==> src/rtl/aes_block_loader.sv <==
// Byte-serial loader feeding the AES core: assembles plaintext and key bytes into
// 128-bit words and hands off complete blocks; the key persists across blocks.
module aes_block_loader (
    input  logic         clk,
    input  logic         rst,
    input  logic [7:0]   in_data,
    input  logic         in_is_key,
    input  logic         in_valid,
    output logic         in_ready,
    output logic [127:0] blk_text,
    output logic [127:0] blk_key,
    output logic         blk_valid,
    input  logic         blk_ready,
    output logic         key_loaded,
    output logic [7:0]   blk_count
);

    typedef enum logic [0:0] {ST_LOAD = 1'b0, ST_FULL = 1'b1} state_t;

    state_t       state_r;
    state_t       state_nx_s;
    logic [4:0]   text_cnt_r;
    logic [4:0]   key_cnt_r;
    logic [4:0]   text_cnt_nx_s;
    logic [4:0]   key_cnt_nx_s;
    logic [127:0] text_sr_r;
    logic [127:0] key_sr_r;
    logic         key_loaded_r;
    logic [7:0]   blk_count_r;
    logic         in_ready_s;
    logic         blk_valid_s;
    logic         accept_s;
    logic         consume_s;
    logic         key_wrap_s;
    logic [3:0]   key_idx_s;

    // Byte lane idx occupies bits [127-8*idx -: 8], so the first byte lands in the MSBs
    function automatic logic [127:0] put_byte(input logic [127:0] word,
                                              input logic [3:0]   idx,
                                              input logic [7:0]   data);
        logic [127:0] res;
        res = word;
        for (int i = 0; i < 16; i++) begin
            res[127 - 8*i -: 8] = (idx == i[3:0]) ? data : word[127 - 8*i -: 8];
        end
        return res;
    endfunction

    assign accept_s   = in_valid & in_ready_s;
    assign consume_s  = blk_valid_s & blk_ready;
    assign key_wrap_s = (key_cnt_r == 5'd16);
    assign key_idx_s  = key_wrap_s ? 4'd0 : key_cnt_r[3:0];

    // State register
    always_ff @(posedge clk) begin
        if (rst) begin
            state_r <= ST_LOAD;
        end else begin
            state_r <= state_nx_s;
        end
    end

    // Next fill counts; a key byte arriving on a complete key starts a fresh key
    always_comb begin
        text_cnt_nx_s = text_cnt_r;
        key_cnt_nx_s  = key_cnt_r;
        if (consume_s) begin
            text_cnt_nx_s = 5'd0;
        end else if (accept_s && !in_is_key) begin
            text_cnt_nx_s = text_cnt_r + 5'd1;
        end else if (accept_s && in_is_key) begin
            key_cnt_nx_s = key_wrap_s ? 5'd1 : key_cnt_r + 5'd1;
        end else begin
            text_cnt_nx_s = text_cnt_r;
        end
    end

    // Next-state: block is full once both words are complete, whichever byte finished it
    always_comb begin
        state_nx_s = state_r;
        case (state_r)
            ST_LOAD: begin
                if ((text_cnt_nx_s == 5'd16) && (key_cnt_nx_s == 5'd16)) begin
                    state_nx_s = ST_FULL;
                end else begin
                    state_nx_s = ST_LOAD;
                end
            end
            ST_FULL: begin
                if (consume_s) begin
                    state_nx_s = ST_LOAD;
                end else begin
                    state_nx_s = ST_FULL;
                end
            end
            default: state_nx_s = ST_LOAD;
        endcase
    end

    // Handshake outputs; byte port is closed while a block is on offer
    always_comb begin
        in_ready_s  = 1'b0;
        blk_valid_s = 1'b0;
        case (state_r)
            ST_LOAD: begin
                in_ready_s  = in_is_key | (text_cnt_r < 5'd16);
                blk_valid_s = 1'b0;
            end
            ST_FULL: begin
                in_ready_s  = 1'b0;
                blk_valid_s = 1'b1;
            end
            default: begin
                in_ready_s  = 1'b0;
                blk_valid_s = 1'b0;
            end
        endcase
    end

    // Datapath: counters, shift registers, key status and consumed-block count
    always_ff @(posedge clk) begin
        if (rst) begin
            text_cnt_r   <= 5'd0;
            key_cnt_r    <= 5'd0;
            text_sr_r    <= 128'd0;
            key_sr_r     <= 128'd0;
            key_loaded_r <= 1'b0;
            blk_count_r  <= 8'd0;
        end else begin
            text_cnt_r   <= text_cnt_nx_s;
            key_cnt_r    <= key_cnt_nx_s;
            key_loaded_r <= (key_cnt_nx_s == 5'd16);
            if (accept_s && !in_is_key) begin
                text_sr_r <= put_byte(text_sr_r, text_cnt_r[3:0], in_data);
            end
            if (accept_s && in_is_key) begin
                key_sr_r <= put_byte(key_sr_r, key_idx_s, in_data);
            end
            if (consume_s) begin
                blk_count_r <= blk_count_r + 8'd1;
            end
        end
    end

    assign in_ready   = in_ready_s;
    assign blk_valid  = blk_valid_s;
    assign blk_text   = text_sr_r;
    assign blk_key    = key_sr_r;
    assign key_loaded = key_loaded_r;
    assign blk_count  = blk_count_r;

endmodule

==> config.mk <==
export PLATFORM = sky130hd
export DESIGN_NAME = aes_block_loader
export DESIGN_NICKNAME = d
export VERILOG_FILES = /design/src/rtl/aes_block_loader.sv
export SDC_FILE = /design/constraint.sdc
export NUM_CORES = 1
export LEC_CHECK = 0
export CAP_MARGIN = 5
export CORE_MARGIN = 3
export CORE_UTILIZATION = 50
export CTS_BUF_LIST = sky130_fd_sc_hd__clkbuf_16
export CTS_CLUSTER_DIAMETER = 80
export CTS_CLUSTER_SIZE = 16
export DETAILED_ROUTE_END_ITERATION = 7
export PLACE_DENSITY = 0.89
export REMOVE_ABC_BUFFERS = 1
export SLEW_MARGIN = 20
export SYNTH_ARGS = -nofsm -noshare
export SYNTH_HDL_FRONTEND = slang
export SYNTH_SLANG_ARGS = --single-unit
==> constraint.sdc <==
create_clock -name clk -period 3.75 [get_ports clk]
set_input_delay 0.5625 -clock clk [delete_from_list [all_inputs] [get_ports clk]]
set_output_delay 0.5625 -clock clk [all_outputs]
set_load 0.02 [all_outputs]
# Word-level counts from Yosys, hierarchy flattened

Index checks and enable logic that the tools add are counted.

Memories kept: 0
Flip-flop bits (word level): 276
Latch bits: 0
ROM bits: 0
Bits in writable memories: 0
Logic and storage cells: 128

Shifts and indexed selects: 0
Reductions and logical operators: 38
Multipliers: 0
Multiplexer cells: 12
Eq/ne operators: 33
Add/sub/neg operators: 3
Div/mod/pow operators: 0
Bitwise logic cells: 4
$lt $le $gt $ge: 1

Operators by type and width:

| cell                  | number |
|---|---|
| $eq A4 B4 Y1 const B  | 16 |
| $reduce_and A2 Y1     | 32 |
| $eq A4 B3 Y1 const B  | 8 |
| $mux W5               | 6 |
| $eq A4 B2 Y1 const B  | 4 |
| $eq A5 B5 Y1 const B  | 3 |
| $add A5 B1 Y5 const B | 2 |
| $add A8 B1 Y8 const B | 1 |
| $eq A4 B1 Y1 const B  | 2 |
| $logic_not A4 Y1      | 2 |
| $pmux W1 S2           | 3 |
| $lt A5 B5 Y1 const B  | 1 |
| $mux W4               | 1 |
| $logic_and A1 B1 Y1   | 3 |
| $and A1 B1 Y1         | 2 |
| $mux W1               | 2 |
| $logic_not A1 Y1      | 1 |
| $not A1 Y1            | 1 |
| $or A1 B1 Y1          | 1 |

# Logic depth before layout (Yosys ltp)

Word-level depth: 12
Mapped depth: 7
Gate-level depth less buffers: 7

# Least setup slack after synthesis

No wires, ideal clock.

Path kind: input-to-reg
Start: input in_is_key
End: register state_r
Cell stages on the path: 7
Path slack: 1.939 ns
Data arrival time: 1.716 ns
Path through: nor4b_2 buf_4 and2_1 and3_1 buf_4 a21oi_1 o41ai_2

Longest elaborated chain between the ends: 11
Elaborated cells on any way between the ends: 16

RTL lines:

| item                    | line | text |
|---|---|---|
| start: declaration      | 7    | `input logic in_is_key,` |
| $or A1 B1 Y1            | 106  | `in_ready_s = in_is_key \| (text_cnt_r < 5'd16);` |
| $pmux W1 S2             | 104  | `case (state_r)` |
| $and A1 B1 Y1           | 49   | `assign accept_s = in_valid & in_ready_s;` |
| $logic_and A1 B1 Y1     | 71   | `end else if (accept_s && in_is_key) begin` |
| $mux W5                 | 71   |  |
| $mux W5                 | 69   | `end else if (accept_s && !in_is_key) begin` |
| $mux W5                 | 67   | `if (consume_s) begin` |
| $eq A5 B5 Y1            | 83   | `if ((text_cnt_nx_s == 5'd16) && (key_cnt_nx_s == 5'd16)) begin` |
| $logic_and A1 B1 Y1 (*) | 83   |  |
| $mux W1 (*)             | 83   |  |
| $pmux W1 S2 (*)         | 81   | `case (state_r)` |
| end signal: assignment  | 59   | `state_r <= state_nx_s;` |
| end: declaration        | 20   | `state_t state_r;` |

Every way passes the cells marked *; elsewhere a longest branch is shown, timed or not.
A chain may end at the register's enable or synchronous reset.

# Worst setup path after layout

Start: input in_is_key
End: output in_ready

Longest elaborated chain between the ends: 2

RTL lines:

| item             | line | text |
|---|---|---|
| $or A1 B1 Y1     | 106  |  |
| $pmux W1 S2      | 104  |  |
| end: declaration | 9    | `output logic in_ready,` |

No other way between the ends.

==> results.cfg <==
[synth]
synth_top_area_frac = 0.534
synthFlopType = dfxtp_1
synth_edf_count = 0
synth_simple_gate_area_share = 0.170
synth_mux_area_frac = 0.217
synth-compound-area-share = 0.0253
syn_inst = 1039
synth_warnings = 0
synth_area_per_cell_sq_um = 9.96
synthXorXnorAreaFrac = 0.00931
synth_area_sq_um = 10300
post_synth_num_cell_types = 41
yosys_register_bits = 276
postSynth.asyncResetShare = 0
synth_top_area_cell = dfxtp_1
synth-adder-area-share = 0.0133
synth_top_family_by_area = multiplexers
ys_seq_area_frac = 0.534
synth_area_leaders = dfxtp_1 (53%), mux2i_1 (22%), nor2_1 (9.0%)

[floorplanning]
io_pins = 280
die_x_um = 150
core_area_sq_um = 19900
rows = 51
die_y_um = 150
initial_core_util = 0.520
die_area_sq_um = 22400

[cts]
clk_pin_slew_ns = 0.07
post_cts_buffers = 0
ctsHoldBuffers = 0
cts_tree = done
cts.sinks = 276
cts_made_buffers = 21
cts_buffer_depth = 3
cts_resized = 0
insertion_delay_ns = 0.49
htreeDepth = 1
root_buffer = clkbuf_16

[timing]
slew_violations = 0
period_share = 0.693
rsz0062_at_grt = false
fmax_ghz = 0.385
fin_skew_ns = 0.0136
slew_headroom = 0.364
setup_viol_count_final = 0
hold_viol = 0
worstMarginPinSlew_ns = 0.950
min_period_ns = 2.60
setup_tns_ns = 0

[setup_path]
crit_required_ns = 3.19
crit_path_max_incr_delay_ns = 0.66
start_kind = input pin
critical_path.cell_chain = clkdlybuf4s50_1 > inv_1 > a21oi_1 > clkdlybuf4s50_1
cpMostUsedCell = clkdlybuf4s50_1
worst_path_max_delay_cell = clkdlybuf4s50_1
crit_fanout = 5
arrival_ns = 2.03
endpoint_kind = output port
worstSetupPathType = input pin to output port

[cells_and_area]
area_growth_pct = 33.4
fill_cells = 1540
drive_above_1_share = 0.0539
regArea_sq_um = 5530
nets = 1305
multi_input_area_sq_um = 4510
diodes = 0

[grt]
antenna_found_initial = 0
grt_usage = 0.249
grt_max_degree = 139
overflow = 0
grt_pass1_wl_um = 44700
grt_pass1_vias = 8075

[power_and_ir_drop]
p_leak_nw = 5.66
power.density_nw_per_um2 = 376
totalPowerFinal_mw = 5.19
ir_worst_vdd_uv = 403

[placement]
dp_hpwl_um = 19200
port_buffers = 279
place.gp.congestion = 0.788

[detailed_routing]
wl_per_cell_um = 18.9
postRouteAntennaNets = 0
drcViolationCount = 0
top_layer = met4
first_pass_iters = 5
initialDrtViolationCount = 497
dr_wl_met3_um = 2190
drt-met1-wl_um = 12000
wl_met2_um = 14500
routed_via_density = 5.31
dr_total_vias = 8207
routed_wirelength_um = 29300

[worst_hold_path]
hold_class = register to register

[job]
maxCapViolCount = 0

[run_status]
status = complete, no violations
## flip-flops by register name (all words and copies together), names as in the netlist
name        cells
text_cnt_r      5
blk_text      128
blk_count       8
key_loaded      1
state_r         1
blk_key       128
key_cnt_r       5
## placed cells by master, fill, tap and decap left out, drive strengths merged, types with 2 or more instances in the layout
cell / count
nand3b: 2
clkbuf: 22
or3: 2
xnor2: 5
a21oi: 41
nand2b: 3
buf: 14
nand4b: 2
ha: 11
mux2i: 224
o21ai: 3
and3: 3
xor2: 6
nand2: 57
nand3: 42
nand4: 4
and2: 2
nor3: 5
dfxtp: 276
inv: 6
nor2: 259
nor3b: 3
clkdlybuf4s50: 275
## worst max-delay path: cells and delay by family
kind	cells	cell delay, ns
buf+inv	3	1.30
compound gates	1	0.16
## metrics by stage
stage               hold WS, ns  setup WS, ns  instance area, sq um  cells  utilization
finish                    0.455          1.15                 13800   1545        0.693
global route              0.468          1.02                 13800   1545        0.693
CTS                       0.456          1.16                 13800   1545        0.693
detailed placement        0.447         0.921                 13300   1523        0.666
global placement          0.441         0.974                 13300   1523        0.666
floorplan                 0.481         0.361                 10000    968            -
## Yosys cell counts, drive strengths merged (2+ instances only)
cell,count
nand4b,2
clkbuf,58
or3,2
nor3,5
nor3b,3
xor2,6
nand3b,2
ha,11
nand4,4
inv,6
and3,3
xnor2,5
a21oi,41
and2,2
buf,13
nand2,57
dfxtp,276
nand3,42
nor2,259
o21ai,3
mux2i,224
nand2b,3
## power by group
group	switching (mW)	internal (mW)	total (mW)
clock network	0.974	0.999	1.97
logic	0.181	0.0798	0.260
registers	0.0129	2.95	2.96
total	1.17	4.02	5.19
## layer usage
| metal | track usage | up-vias |
|---|---|---|
| li1 | - | 3918 |
| met5 | 0 | - |
| met3 | 0.0630 | 51 |
| met4 | 0.0650 | 0 |
| met2 | 0.429 | 286 |
| met1 | 0.311 | 3952 |
## logic make-up (layout without fill, tap and decap cells)
group / count (synthesis) / after routing
AND/OR/NAND/NOR: 392 / 392
flip-flops: 276 / 276
multiplexers: 224 / 224
buffers and inverters: 77 / 318
AO/OA/AOI/OAI: 48 / 48
adder cells (fa/ha/maj): 11 / 11
XOR/XNOR: 11 / 11
## path summary, 6_finish.rpt
kind,startpoint,end,slack [ns],depth (start not counted)
min reg2reg,blk_text[64]$_SDFFE_PP0P_,blk_text[64]$_SDFFE_PP0P_,0.45,2
min,blk_text[64]$_SDFFE_PP0P_,blk_text[64]$_SDFFE_PP0P_,0.45,2
max reg2reg,text_cnt_r[2]$_SDFF_PP0_,blk_text[88]$_SDFFE_PP0P_,1.39,5
max,in_is_key,in_ready,1.15,4
## final cells by class
class,count,area share
Multi-Input combinational cell,686,0.326
Clock inverter,1,0.00118
Clock buffer,21,0.0381
Inverter,6,0.00163
Tap cell,265,0.0240
Timing Repair Buffer,290,0.208
Sequential cell,276,0.400
No activity file was read; power rests on OpenSTA's default activity.
